## src/rtl/hub_link_pkg.sv

```systemverilog
// hub_link_pkg
//   Definitions shared by the receive and transmit ends of the narrow hub link:
//   - calc_beats(): number of narrow beats that make up one wide hub word
//   - LSB_FIRST: beat order on the narrow channel (beat 0 carries the low bits)
//   - credit_cnt_t: credit counter type, wide enough to hold 0..CREDITS
//     inclusive for the default link depth.
package hub_link_pkg;

    localparam bit LSB_FIRST        = 1'b1;
    localparam int HUB_LINK_CREDITS = 4;

    typedef logic [$clog2(HUB_LINK_CREDITS):0] credit_cnt_t;

    function automatic int calc_beats(input int wide_w, input int phys_w);
        return wide_w / phys_w;
    endfunction

endpackage

```

## src/rtl/hub_link_rx_buf.sv

```systemverilog
// hub_link_rx_buf
//   DEPTH-entry first-word-fall-through buffer for reassembled hub words.
//   The head word is presented combinationally and reads as zero when the
//   buffer is empty. A push is taken when there is room or when a pop happens
//   on the same edge. A push into a full buffer with no pop is ignored; the
//   caller flags that case.
// Ports:
//   clk, reset_n   clock, asynchronous active-low reset
//   push/push_data write request and word
//   pop            remove the head word (ignored when empty)
//   head_data      current head word
//   full           DEPTH words held
//   count          occupancy, 0..DEPTH
module hub_link_rx_buf #(
    parameter int WIDTH = 32,
    parameter int DEPTH = 4
) (
    input  logic                     clk,
    input  logic                     reset_n,
    input  logic                     push,
    input  logic [WIDTH-1:0]         push_data,
    input  logic                     pop,
    output logic [WIDTH-1:0]         head_data,
    output logic                     full,
    output logic [$clog2(DEPTH):0]   count
);

    localparam int PTR_W = $clog2(DEPTH);
    localparam int CNT_W = PTR_W + 1;

    logic [WIDTH-1:0] mem_q [DEPTH];
    logic [PTR_W-1:0] wr_ptr_q, wr_ptr_d;
    logic [PTR_W-1:0] rd_ptr_q, rd_ptr_d;
    logic [CNT_W-1:0] count_q, count_d;
    logic             empty;
    logic             wr_en;
    logic             rd_en;

    assign empty = (count_q == '0);
    assign full  = (count_q == CNT_W'(DEPTH));
    assign count = count_q;

    // When full, the slot being written is the one being popped this edge;
    // its old contents have already been consumed from head_data.
    assign wr_en = push && (!full || pop);
    assign rd_en = pop && !empty;

    always_comb begin
        wr_ptr_d = wr_ptr_q;
        rd_ptr_d = rd_ptr_q;
        count_d  = count_q;
        if (wr_en) wr_ptr_d = wr_ptr_q + PTR_W'(1);
        if (rd_en) rd_ptr_d = rd_ptr_q + PTR_W'(1);
        if (wr_en && !rd_en)      count_d = count_q + CNT_W'(1);
        else if (rd_en && !wr_en) count_d = count_q - CNT_W'(1);
    end

    always_ff @(posedge clk or negedge reset_n) begin
        if (!reset_n) begin
            wr_ptr_q <= '0;
            rd_ptr_q <= '0;
            count_q  <= '0;
        end else begin
            wr_ptr_q <= wr_ptr_d;
            rd_ptr_q <= rd_ptr_d;
            count_q  <= count_d;
        end
    end

    // Storage needs no reset: nothing is visible until count says so.
    always_ff @(posedge clk) begin
        if (wr_en) mem_q[wr_ptr_q] <= push_data;
    end

    assign head_data = empty ? '0 : mem_q[rd_ptr_q];

endmodule

```

## src/rtl/hub_link_rx.sv

```systemverilog
// hub_link_rx
//   Receive end of the credit-based narrow hub link. Narrow beats (LSB beat
//   first) are assembled into wide words, queued in a CREDITS-deep FWFT
//   buffer, and one credit_return pulse is produced for every word drained.
//   The narrow side has no ready: credits guarantee room, and a word arriving
//   to a full buffer is dropped and flagged with overflow_err.
// Optional feature (macro HUB_LINK_PARITY_EN): adds narrow_parity (even parity
//   over narrow_data) and sets parity_err on a mismatch; without it
//   parity_err is tied low.
// Ports:
//   clk, reset_n              clock, asynchronous active-low reset
//   narrow_valid/narrow_data  incoming beat
//   narrow_parity             beat parity (HUB_LINK_PARITY_EN only)
//   wide_valid/ready/data     FWFT word output to the hub
//   credit_return             one-cycle pulse per drained word
//   overflow_err, parity_err  sticky error flags
module hub_link_rx
    import hub_link_pkg::*;
#(
    parameter int HUB_FIFO_WIDTH          = 32,
    parameter int HUB_FIFO_PHYSICAL_WIDTH = 4,
    parameter int CREDITS                 = 4
) (
    input  logic                               clk,
    input  logic                               reset_n,
    input  logic                               narrow_valid,
    input  logic [HUB_FIFO_PHYSICAL_WIDTH-1:0] narrow_data,
`ifdef HUB_LINK_PARITY_EN
    input  logic                               narrow_parity,
`endif
    output logic                               wide_valid,
    input  logic                               wide_ready,
    output logic [HUB_FIFO_WIDTH-1:0]          wide_data,
    output logic                               credit_return,
    output logic                               overflow_err,
    output logic                               parity_err
);

    localparam int W     = HUB_FIFO_WIDTH;
    localparam int P     = HUB_FIFO_PHYSICAL_WIDTH;
    localparam int BEATS = calc_beats(W, P);
    localparam int CNT_W = (BEATS > 1) ? $clog2(BEATS) : 1;

    logic             rx_en_q, rx_en_d;
    logic [CNT_W-1:0] beat_cnt_q, beat_cnt_d;
    logic [W-1:0]     shift_q, shift_d;
    logic             credit_return_q, credit_return_d;
    logic             overflow_err_q, overflow_err_d;

    logic             beat_acc;
    logic             last_beat;
    logic [W-1:0]     assembled;
    logic             pop;
    logic             buf_full;
    logic [$clog2(CREDITS):0] buf_count;

    // Reset release is re-timed through rx_en_q: beats are ignored on the
    // first edge after release and accepted from the second edge on.
    assign beat_acc  = narrow_valid && rx_en_q;
    assign last_beat = beat_acc && (beat_cnt_q == CNT_W'(BEATS - 1));
    assign pop       = wide_valid && wide_ready;

    // Shifting new beats in from the top leaves beat 0 in the low bits once
    // all BEATS beats have arrived.
    assign assembled = LSB_FIRST ? {narrow_data, shift_q[W-1:P]}
                                 : {shift_q[W-P-1:0], narrow_data};

    always_comb begin
        rx_en_d         = 1'b1;
        beat_cnt_d      = beat_cnt_q;
        shift_d         = shift_q;
        credit_return_d = pop;
        overflow_err_d  = overflow_err_q | (last_beat && buf_full && !pop);
        if (beat_acc) begin
            shift_d    = assembled;
            beat_cnt_d = last_beat ? '0 : beat_cnt_q + CNT_W'(1);
        end
    end

    always_ff @(posedge clk or negedge reset_n) begin
        if (!reset_n) begin
            rx_en_q         <= 1'b0;
            beat_cnt_q      <= '0;
            shift_q         <= '0;
            credit_return_q <= 1'b0;
            overflow_err_q  <= 1'b0;
        end else begin
            rx_en_q         <= rx_en_d;
            beat_cnt_q      <= beat_cnt_d;
            shift_q         <= shift_d;
            credit_return_q <= credit_return_d;
            overflow_err_q  <= overflow_err_d;
        end
    end

`ifdef HUB_LINK_PARITY_EN
    logic parity_err_q, parity_err_d;

    // Even parity: the parity bit equals the XOR of the data bits. A bad beat
    // is still assembled so the word count, and thus credits, stay aligned.
    always_comb begin
        parity_err_d = parity_err_q | (beat_acc && ((^narrow_data) != narrow_parity));
    end

    always_ff @(posedge clk or negedge reset_n) begin
        if (!reset_n) parity_err_q <= 1'b0;
        else          parity_err_q <= parity_err_d;
    end

    assign parity_err = parity_err_q;
`else
    assign parity_err = 1'b0;
`endif

    hub_link_rx_buf #(
        .WIDTH (W),
        .DEPTH (CREDITS)
    ) u_buf (
        .clk       (clk),
        .reset_n   (reset_n),
        .push      (last_beat),
        .push_data (assembled),
        .pop       (pop),
        .head_data (wide_data),
        .full      (buf_full),
        .count     (buf_count)
    );

    assign wide_valid    = (buf_count != '0);
    assign credit_return = credit_return_q;
    assign overflow_err  = overflow_err_q;

endmodule

```

## config.mk

```make
export PLATFORM = sky130hd
export DESIGN_NAME = hub_link_rx
export DESIGN_NICKNAME = d
export VERILOG_FILES = /design/src/rtl/hub_link_pkg.sv /design/src/rtl/hub_link_rx_buf.sv /design/src/rtl/hub_link_rx.sv
export SDC_FILE = /design/constraint.sdc
export NUM_CORES = 1
export LEC_CHECK = 0
export CAP_MARGIN = 20
export CORE_MARGIN = 5
export CORE_UTILIZATION = 45
export CTS_CLUSTER_DIAMETER = 50
export DETAILED_ROUTE_END_ITERATION = 8
export PLACE_DENSITY = 0.73
export SETUP_SLACK_MARGIN = 0.05
export SLEW_MARGIN = 20
export SYNTH_ARGS = -nofsm -noshare
export SYNTH_HDL_FRONTEND = slang
export SYNTH_SLANG_ARGS = --single-unit
```

## constraint.sdc

```tcl
create_clock -name clk -period 2.75 [get_ports clk]
set_input_delay 0.6875 -clock clk [delete_from_list [all_inputs] [get_ports clk]]
set_output_delay 0.6875 -clock clk [all_outputs]
set_load 0.02 [all_outputs]
```

== Word-level counts from Yosys, hierarchy flattened ==
Memory sizes are Yosys's and may differ from the RTL's.
Cells that the tools add are included.

* Reductions and logical operators: 18
* Bitwise logic cells: 1
* Add/subtract/negate cells: 5
* Mux-type cells: 6
* Equal/unequal tests: 2

{| class="wikitable"
|+ Operators by type and width
! cell !! count
|-
| $mux 32 || 1
|-
| $logic_and 1x1->1 || 9
|-
| $mux 3 || 3
|-
| $add 3x1->3 const B || 2
|-
| $eq 3x3->1 const B || 2
|-
| $logic_not 1->1 || 5
|-
| $add 2x1->2 const B || 2
|-
| $logic_not 3->1 || 1
|-
| $reduce_bool 3->1 || 1
|-
| $sub 3x1->3 const B || 1
|-
| $mux 1 || 2
|-
| $reduce_bool 2->1 || 1
|-
| $logic_or 1x1->1 || 1
|-
| $or 1x1->1 || 1
|}

* RAM bits: 128
* Memories: 1
* Logic and storage cells: 41
* Register bits: 45
* Bits of input ports: 8
* Output and inout port bits: 36

{| class="wikitable"
|+ Memory list
! memory !! depth !! width !! rd ports !! clocked after memory_dff !! write ports !! line !! text
|-
| u_buf.mem_q || 4 || 32 || 1 || 0 || 1 || hub_link_rx_buf.sv:31 || <nowiki>logic [WIDTH-1:0] mem_q [DEPTH];</nowiki>
|}

== Logic depth before layout (Yosys ltp) ==
Gate-level depths: netlist of run 1.

* Depth in word-level cells: 8
* Gate-level depth with buffers: 9
* Depth with buffers taken out: 9

== By module ==
Synthesis of run 1 repeated with hierarchy kept, for this count alone.

* Cells, all modules: 322
* Area, all modules: 6637.6 µm²

{| class="wikitable"
|+ Modules (own cells, without submodules)
! module !! cells an instance !! instances !! area each (µm²) !! seq. area each (µm²)
|-
| hub_link_rx_buf || 239 || 1 || 5263.8 || 4018.9
|-
| hub_link_rx || 83 || 1 || 1373.8 || 850.8
|}

== Worst setup path after synthesis of run 1 ==
Ideal clock, no wire load.

* Kind: input -> register
* Start: input port narrow_valid
* End: memory u_buf.mem_q[0][0] (enable)
* Setup time: 392 ps
* Data required time: 2358 ps
* Arrival time: 2038 ps
* Setup slack: 320 ps
* Path buffers: 0
* Cell stages on the path: 3
* Cell sequence: nand2_1 nor3b_2 and2_1

* Cells in the longest elaborated chain, start to end: 5

{| class="wikitable"
|+ RTL lines
! element !! line !! text
|-
| from (decl) || hub_link_rx.sv:26 || <nowiki>input logic narrow_valid,</nowiki>
|-
| $logic_and 1x1->1 || hub_link_rx.sv:59 || <nowiki>assign beat_acc = narrow_valid && rx_en_q;</nowiki>
|-
| $logic_and 1x1->1 || hub_link_rx.sv:60 || <nowiki>assign last_beat = beat_acc && (beat_cnt_q == CNT_W'(BEATS - 1));</nowiki>
|-
| $logic_and 1x1->1 || hub_link_rx_buf.sv:45 || <nowiki>assign wr_en = push && (!full || pop);</nowiki>
|-
| net u_buf.wr_en || hub_link_rx_buf.sv:36 || <nowiki>logic wr_en;</nowiki>
|-
| $mux 1 || hub_link_rx_buf.sv:72 || <nowiki>if (wr_en) mem_q[wr_ptr_q] <= push_data;</nowiki>
|-
| $mux 1 (not written as such) || hub_link_rx_buf.sv:72 ||
|-
| to (decl) || hub_link_rx_buf.sv:31 ||
|}

The timed path passes the listed nets, and every way through them passes these cells.

== Worst setup path in the final report of run 1 ==
* Start: register u_buf.rd_ptr_q[0]
* End: output port wide_data[8]

* Cells in the longest elaborated chain, start to end: 2

{| class="wikitable"
|+ RTL lines
! element !! line !! text
|-
| from (decl) || hub_link_rx_buf.sv:33 || <nowiki>logic [PTR_W-1:0] rd_ptr_q, rd_ptr_d;</nowiki>
|-
| from (signal assigned) || hub_link_rx_buf.sv:65 || <nowiki>rd_ptr_q <= rd_ptr_d;</nowiki>
|-
| $mem_v2 4x32 || -- ||
|-
| $mux 32 || hub_link_rx_buf.sv:75 || <nowiki>assign head_data = empty ? '0 : mem_q[rd_ptr_q];</nowiki>
|-
| to (decl) || hub_link_rx.sv:33 || <nowiki>output logic [HUB_FIFO_WIDTH-1:0] wide_data,</nowiki>
|}

Every way passes these cells.

==> metrics.md, run 1 <==
| Metric | Value |
|---|---|
| Status | `finished, final reports clean` |
| CTS tree | `done` |
| Fin nets | `402` |
| Die Area | `17,100 µm²` |
| Worst Max-Slew Pin Slew | `0.534 ns` |
| Core ar. | `14,400 µm²` |
| Type of element capturing the critical path | `output pin` |
| First-pass DRT Iterations | `4` |
| Chip height | `131 µm` |
| Final Hold Fails | `0` |
| Mapped cell area | `6580 µm²` |
| Post-layout min period | `2.63 ns` |
| Vias in the first global route | `3,345` |
| WS Path Type | `flip-flop to output pin` |
| Reg2reg start | `u_buf.count[0]$_DFFE_PN0P_` |
| Mean Syn Cell Area | `20.6 µm²` |
| CP Capture Point | `wide_data[8]` |
| Crit start category | `flip-flop` |
| TNS Setup | `0 ns` |
| Max transition margin | `64.4%` |
| CP Launch Point | `u_buf.rd_ptr_q[0]$_DFFE_PN0P_` |
| Yosys reg bits | `169` |
| Fraction of layout cells with a size suffix above 1 | `37.6%` |
| Worst-path clk slew | `0.06 ns` |
| Worst vdd ir | `512 µV` |
| RR Endpoint | `u_buf.count[2]$_DFFE_PN0P_` |
| Setup repair after global routing missed its margin | `true` |
| Fmax | `381 MHz` |
| Area grow syn2layout | `18.5%` |
| First-pass GRT wire length | `18.3 mm` |
| Ant diodes | `0` |
| Inst Count DP | `547` |
| Pwr per Cell Area | `1050 nW/µm²` |
| Initial core utilization | `45.6%` |
| Critical Path RT | `2.06 ns` |
| Port Buffers | `42` |
| Post-route setup slack | `0.125 ns` |
| Synth Warn # | `0` |
| FP Rows | `44` |
| All-Layer GR Usage | `14.6%` |
| Cts hold-fix bufs | `0` |
| DR vias/cell | `5.22` |
| Dpl hpwl | `6.78 mm` |
| Clk_lat worst skew | `0.41 ns` |
| Setup skew after layout | `0.00538 ns` |
| Worst Path Max Fanout | `8` |
| Vias | `3,045` |
| Longest Clk Path Bufs | `2` |
| Sink Count | `169` |
| Post-Layout Cell Count | `583` |
| Wirelength, routed | `11.2 mm` |
| H-tree levels | `4` |
| Final Slew Violations | `0` |
| Clock root buffer | `clkbuf_16` |
| Design area | `7800 µm²` |
| R2r setup slk | `0.34 ns` |
| Io pins | `44` |
| Pre-CTS setup slack | `0.0538 ns` |
| Die Width | `131 µm` |
| DR iter-0 viols | `285` |
| Placed Instance Area | `7320 µm²` |
| Final setup vio count | `0` |
| Initial antenna violation count | `0` |
| WP data arrival | `1.94 ns` |
| Placer Congestion | `0.738` |
| HP Class | `input pin to asynchronous set/reset pin` |
| Count of max-cap constraint violations | `0` |
| Syn Inst Count | `319` |
| DRC errors left | `0` |
| Largest net degree at the start of global routing | `35` |
| R2R depth | `9` |
| Wirelength per Cell | `19.3 µm` |
| GRT overflow | `0` |
| Post-synthesis sequential area ratio | `74.0%` |
| Net Count, Synth | `335` |
| Num CTS Buffers | `17` |
| Synth cell types | `29` |
| Fin crit share | `95.5%` |
| P_leak | `2.82 nW` |
| Antenna-violating nets left | `0` |
==> flip-flops by register name (all words and copies together), names as in the netlist <==
name,count
u_buf.mem_q,128
shift_q,28
beat_cnt_q,3
u_buf.count,3
u_buf.rd_ptr_q,2
u_buf.wr_ptr_q,2
credit_return,1
overflow_err,1
rx_en_q,1
==> worst max-delay path, stage by stage (launching register included) <==
cell     delay (ns)
dfrtp_2        0.40
buf_12         0.14
buf_12         0.14
mux4_2         0.51
and2_1         0.17
buf_2          0.15
==> final cells by class <==
| cell class | instances | area, µm² |
|---|---|---|
| clock buffers | 20 | 447 |
| clock inverters | 12 | 103 |
| fillers | 1150 | 6620 |
| inverters | 4 | 15.0 |
| multi-input cells | 130 | 1560 |
| flip-flops and latches | 169 | 4870 |
| well taps | 184 | 230 |
| repair buffers | 64 | 577 |
==> Yosys cell counts <==
library cell	n	area share, %
fa_1	1	0.30
dfrtp_1	41	16
nand2b_1	2	0.19
conb_1	2	0.11
edfxtp_1	128	58
and2_1	36	3.4
mux4_1	4	1.6
nor3b_2	1	0.19
ha_1	7	1.3
a41o_1	1	0.15
xnor2_1	4	0.53
buf_6	1	0.17
nor4b_2	1	0.23
nand2_1	4	0.23
nor2_1	1	0.057
mux2_1	1	0.17
nor3_1	1	0.076
buf_4	1	0.11
nand3_1	1	0.076
buf_12	3	0.91
o21ai_0	2	0.15
xor2_1	2	0.27
buf_2	6	0.46
a21o_1	1	0.11
clkbuf_1	5	0.29
mux2_2	29	5.0
mux4_2	28	9.6
or3_1	1	0.095
inv_1	4	0.23
==> routing by layer <==
metal	track usage, %	vias up	routed length, µm
li1	-	1366	-
met1	19.0	1584	4670
met2	23.6	83	5770
met3	4.11	12	663
met4	5.69	0	136
met5	0	-	0
==> how the worst min path moves through the flow <==
stage	start	endpoint	slack, ns	depth (start not counted)
2_1_floorplan	reset_n	beat_cnt_q[0]$_DFFE_PN0P_	0.39	0
3_3_place_gp	overflow_err$_DFF_PN0_	overflow_err$_DFF_PN0_	0.46	1
3_5_place_dp	overflow_err$_DFF_PN0_	overflow_err$_DFF_PN0_	0.47	1
4_1_cts	reset_n	shift_q[31]$_DFFE_PN0P_	0.24	1
5_1_grt	reset_n	shift_q[31]$_DFFE_PN0P_	0.26	1
6_report	reset_n	shift_q[29]$_DFFE_PN0P_	0.25	1
==> cell families (layout without fill, tap and decap cells) <==
logic type,Yosys count,count (layout),synth area share (%)
flops,169,169,74.0
mux,62,62,16.3
simple gates,48,48,4.56
buf+inv,20,100,2.17
fa+ha+maj,8,8,1.63
xor+xnor,6,6,0.798
compound gates,4,4,0.418
other cells,2,2,0.114
==> cell usage in the layout, fill, tap and decap left out, drive strengths merged, types with 2 or more instances in the layout <==
cell / Yosys / final
inv: 4 / 4
mux2: 30 / 30
nand2b: 2 / 2
xnor2: 4 / 4
and2: 36 / 36
clkbuf: 5 / 23
edfxtp: 128 / 128
mux4: 32 / 32
buf: 11 / 52
clkdlybuf4s50: 0 / 8
conb: 2 / 2
clkinvlp: 0 / 3
ha: 7 / 7
o21ai: 2 / 2
xor2: 2 / 2
dfrtp: 41 / 41
clkinv: 0 / 8
nand2: 4 / 4
==> repair_timing <==
item / 4_1_cts / 5_1_grt
hold endpoints to repair: 0 / 0
cloned: 1 / 1
endpoints found under the setup margin: 33 / 17
buffers inserted: 2 / 0
resized for setup: 130 / 9
pin swaps: 0 / 0
==> stage by stage <==
stage,utilization [%],power (mW),hold WS (ns)
CTS,54.1,8.24,0.243
detailed placement,50.8,6.20,0.469
finish,54.1,8.17,0.250
floorplan,-,5.14,0.392
global placement,50.8,6.13,0.461
global route,54.1,8.61,0.263
==> power breakdown <==
part / total (mW) / internal [mW] / leakage [nW] / switching (mW)
combinational: 2.51 / 1.29 / 0.912 / 1.22
sequential: 3.49 / 3.18 / 1.65 / 0.305
clock: 2.17 / 1.26 / 0.263 / 0.913
(Power assumes the default switching activity.)
==> inputs of run 2 (changes only) <==
--- a/config.mk
+++ b/config.mk
@@ -11,8 +11,8 @@
 export CTS_CLUSTER_DIAMETER = 50
 export DETAILED_ROUTE_END_ITERATION = 8
 export PLACE_DENSITY = 0.73
+export REMOVE_ABC_BUFFERS = 1
 export SETUP_SLACK_MARGIN = 0.05
-export SLEW_MARGIN = 20
 export SYNTH_ARGS = -nofsm -noshare
 export SYNTH_HDL_FRONTEND = slang
 export SYNTH_SLANG_ARGS = --single-unit
==> metrics.md, run 2 (synthesis results as in run 1) <==
| Metric | Value |
|---|---|
| First-pass DRT Iterations | `4 (unchanged)` |
| Worst-path clk slew | `0.06 ns (about the same)` |
| Chip height | `131 µm (unchanged)` |
| Clock root buffer | `clkbuf_16 (unchanged)` |
| Worst Path Buf+Inv | `3 (unchanged)` |
| CP Launch Point | `u_buf.rd_ptr_q[0]$_DFFE_PN0P_ (unchanged)` |
| CTS tree | `done (unchanged)` |
| Placer Congestion | `0.685 (was 0.738)` |
| Setup repair after global routing missed its margin | `true (unchanged)` |
| Die Area | `17,100 µm² (unchanged)` |
| Wirelength per Cell | `18.9 µm (was 19.3 µm)` |
| Number of fill cells | `1,133 (was 1,150)` |
| Type of element capturing the critical path | `output pin (unchanged)` |
| First-pass GRT wire length | `17.8 mm (was 18.3 mm)` |
| P_leak | `2.86 nW (was 2.82 nW)` |
| Longest Clk Path Bufs | `2 (unchanged)` |
| Clk_lat worst skew | `0.41 ns (about the same)` |
| Ant diodes | `0 (unchanged)` |
| Largest regs | `u_buf.mem_q (128), shift_q (28) (unchanged)` |
| FP Rows | `44 (unchanged)` |
| H-tree levels | `4 (unchanged)` |
| Vias in the first global route | `3,212 (was 3,345)` |
| GRT overflow | `0 (unchanged)` |
| WS Path Type | `flip-flop to output pin (unchanged)` |
| Fin nets | `407 (was 402)` |
| Pwr per Cell Area | `1060 nW/µm² (was 1050 nW/µm²)` |
| Area grow syn2layout | `19.4% (was 18.5%)` |
| Post-layout min period | `2.63 ns (about the same)` |
| Final setup vio count | `0 (unchanged)` |
| Worst Max-Slew Pin Slew | `0.509 ns (was 0.534 ns)` |
| FF/Latch Area | `4870 µm² (unchanged)` |
| WP data arrival | `1.95 ns (was 1.94 ns)` |
| Vias | `3,030 (was 3,045)` |
| Count of max-cap constraint violations | `0 (unchanged)` |
| Status | `finished, final reports clean (unchanged)` |
| Num CTS Buffers | `17 (unchanged)` |
| Io pins | `44 (unchanged)` |
| CP Depth | `5 (unchanged)` |
| TNS Setup | `0 ns (unchanged)` |
| Crit path max-delay cell type | `mux4_2 (unchanged)` |
| Fin Hold WS | `0.240 ns (was 0.250 ns)` |
| Fraction of layout cells with a size suffix above 1 | `40.3% (was 37.6%)` |
| Cts hold-fix bufs | `0 (unchanged)` |
| DR vias/cell | `5.15 (was 5.22)` |
| Top Family by Delay on Critical Path | `multiplexers (unchanged)` |
| Most common cell after layout, fill and taps aside | `edfxtp_1 (unchanged)` |
| Setup skew after layout | `0.00938 ns (was 0.00538 ns)` |
| Core ar. | `14,400 µm² (unchanged)` |
| Port Buffers | `42 (unchanged)` |
| Die Width | `131 µm (unchanged)` |
| Area of the multi-input gates | `1580 µm² (was 1560 µm²)` |
| Critical Path RT | `2.06 ns (about the same)` |
| Initial antenna violation count | `0 (unchanged)` |
| Most frequent cells in the layout | `edfxtp_1, dfrtp_1, mux4_2 (was edfxtp_1, dfrtp_1, and2_1)` |
| Crit start category | `flip-flop (unchanged)` |
| Fmax | `380 MHz (was 381 MHz)` |
| Largest net degree at the start of global routing | `35 (unchanged)` |
| Initial core utilization | `45.6% (unchanged)` |
| CP max stage delay | `0.50 ns (was 0.51 ns)` |
| Antenna-violating nets left | `0 (unchanged)` |
| Fin crit share | `95.8% (was 95.5%)` |
| Max reg flops | `128 (unchanged)` |
| HP Class | `input pin to asynchronous set/reset pin (unchanged)` |
| R2r setup slk | `0.42 ns (was 0.34 ns)` |
| DR iter-0 viols | `177 (was 285)` |
| Crit-path cells | `buf_6, buf_12, mux4_2, and2_4, buf_4 (was buf_12, buf_12, mux4_2, and2_1, buf_2)` |
| R2R depth | `9 (unchanged)` |
| Final Hold Fails | `0 (unchanged)` |
| Sink Count | `169 (unchanged)` |
| Worst vdd ir | `628 µV (was 512 µV)` |
| Reg2reg start | `u_buf.count[0]$_DFFE_PN0P_ (unchanged)` |
| Most flops, register | `u_buf.mem_q (unchanged)` |
| Dpl hpwl | `6.44 mm (was 6.78 mm)` |
| All-Layer GR Usage | `14.1% (was 14.6%)` |
| DRC errors left | `0 (unchanged)` |
| Max transition margin | `66.0% (was 64.4%)` |
| RR Endpoint | `u_buf.count[2]$_DFFE_PN0P_ (unchanged)` |
| Worst Path Max Fanout | `6 (was 8)` |
| Final Slew Violations | `0 (unchanged)` |
| Wirelength, routed | `11.1 mm (was 11.2 mm)` |
==> run 2: per-stage QoR <==
step / utilization (%) / total power, mW / worst slack (ns) / instances / area, µm²
final: 54.5 / 8.32 / 0.115 / 588 / 7860
after global routing: 54.5 / 8.75 / 0.0429 / 588 / 7860
after CTS: 54.1 / 8.23 / -0.0140 / 587 / 7810
after detailed placement: 50.7 / 6.14 / 0.0700 / 550 / 7310
after global placement: 50.7 / 6.07 / 0.149 / 550 / 7310
after floorplan: - / 5.00 / -0.278 / 303 / 6450
==> run 2: cell type report <==
class / instances / area share (%)
timing repair buffer: 69 / 7.79
inverter: 4 / 0.191
sequential: 169 / 62.0
multi-input combinational: 130 / 20.1
tap: 184 / 2.93
clock inverter: 14 / 1.53
clock buffer: 18 / 5.46
==> run 2: per-layer routing <==
| metal | up-vias | track usage [%] | wire (µm) |
|---|---|---|---|
| met4 | 0 | 4.54 | 68 |
| met5 | - | 0 | 0 |
| met1 | 1590 | 18.5 | 4790 |
| met2 | 56 | 23.4 | 5820 |
| met3 | 6 | 3.54 | 441 |
| li1 | 1378 | - | - |
==> run 2: worst max-delay path by stage <==
stage                                   to  slack, ns
6_report                     wide_data[11]       0.12
3_3_place_gp    u_buf.count[2]$_DFFE_PN0P_       0.15
4_1_cts                      wide_data[13]      -0.01
3_5_place_dp    u_buf.count[2]$_DFFE_PN0P_       0.07
5_1_grt                      wide_data[17]       0.04
2_1_floorplan  u_buf.mem_q[0][0]$_DFFE_PP_      -0.28
==> run 2: report_power, final <==
group	internal [mW]	total, mW	switching, mW
logic	1.41	2.63	1.23
clock network	1.25	2.19	0.946
registers	3.18	3.49	0.305
==> run 2: repair_timing <==
action | in CTS | in global routing
buffers inserted | 3 | 2
resized for setup | 132 | 33
setup endpoints to repair | 33 | 19
gates cloned | 2 | 0
pin swaps | 0 | 4
==> run 2: worst reg2reg max path, stage by stage, from the launching register on <==
cell     delay (ns)
dfrtp_1        0.44
or3_1          0.42
buf_4          0.20
nand2_1        0.15
ha_1           0.20
inv_1          0.06
fa_1           0.37
xor2_1         0.17
nor2_1         0.11
xor2_1         0.15
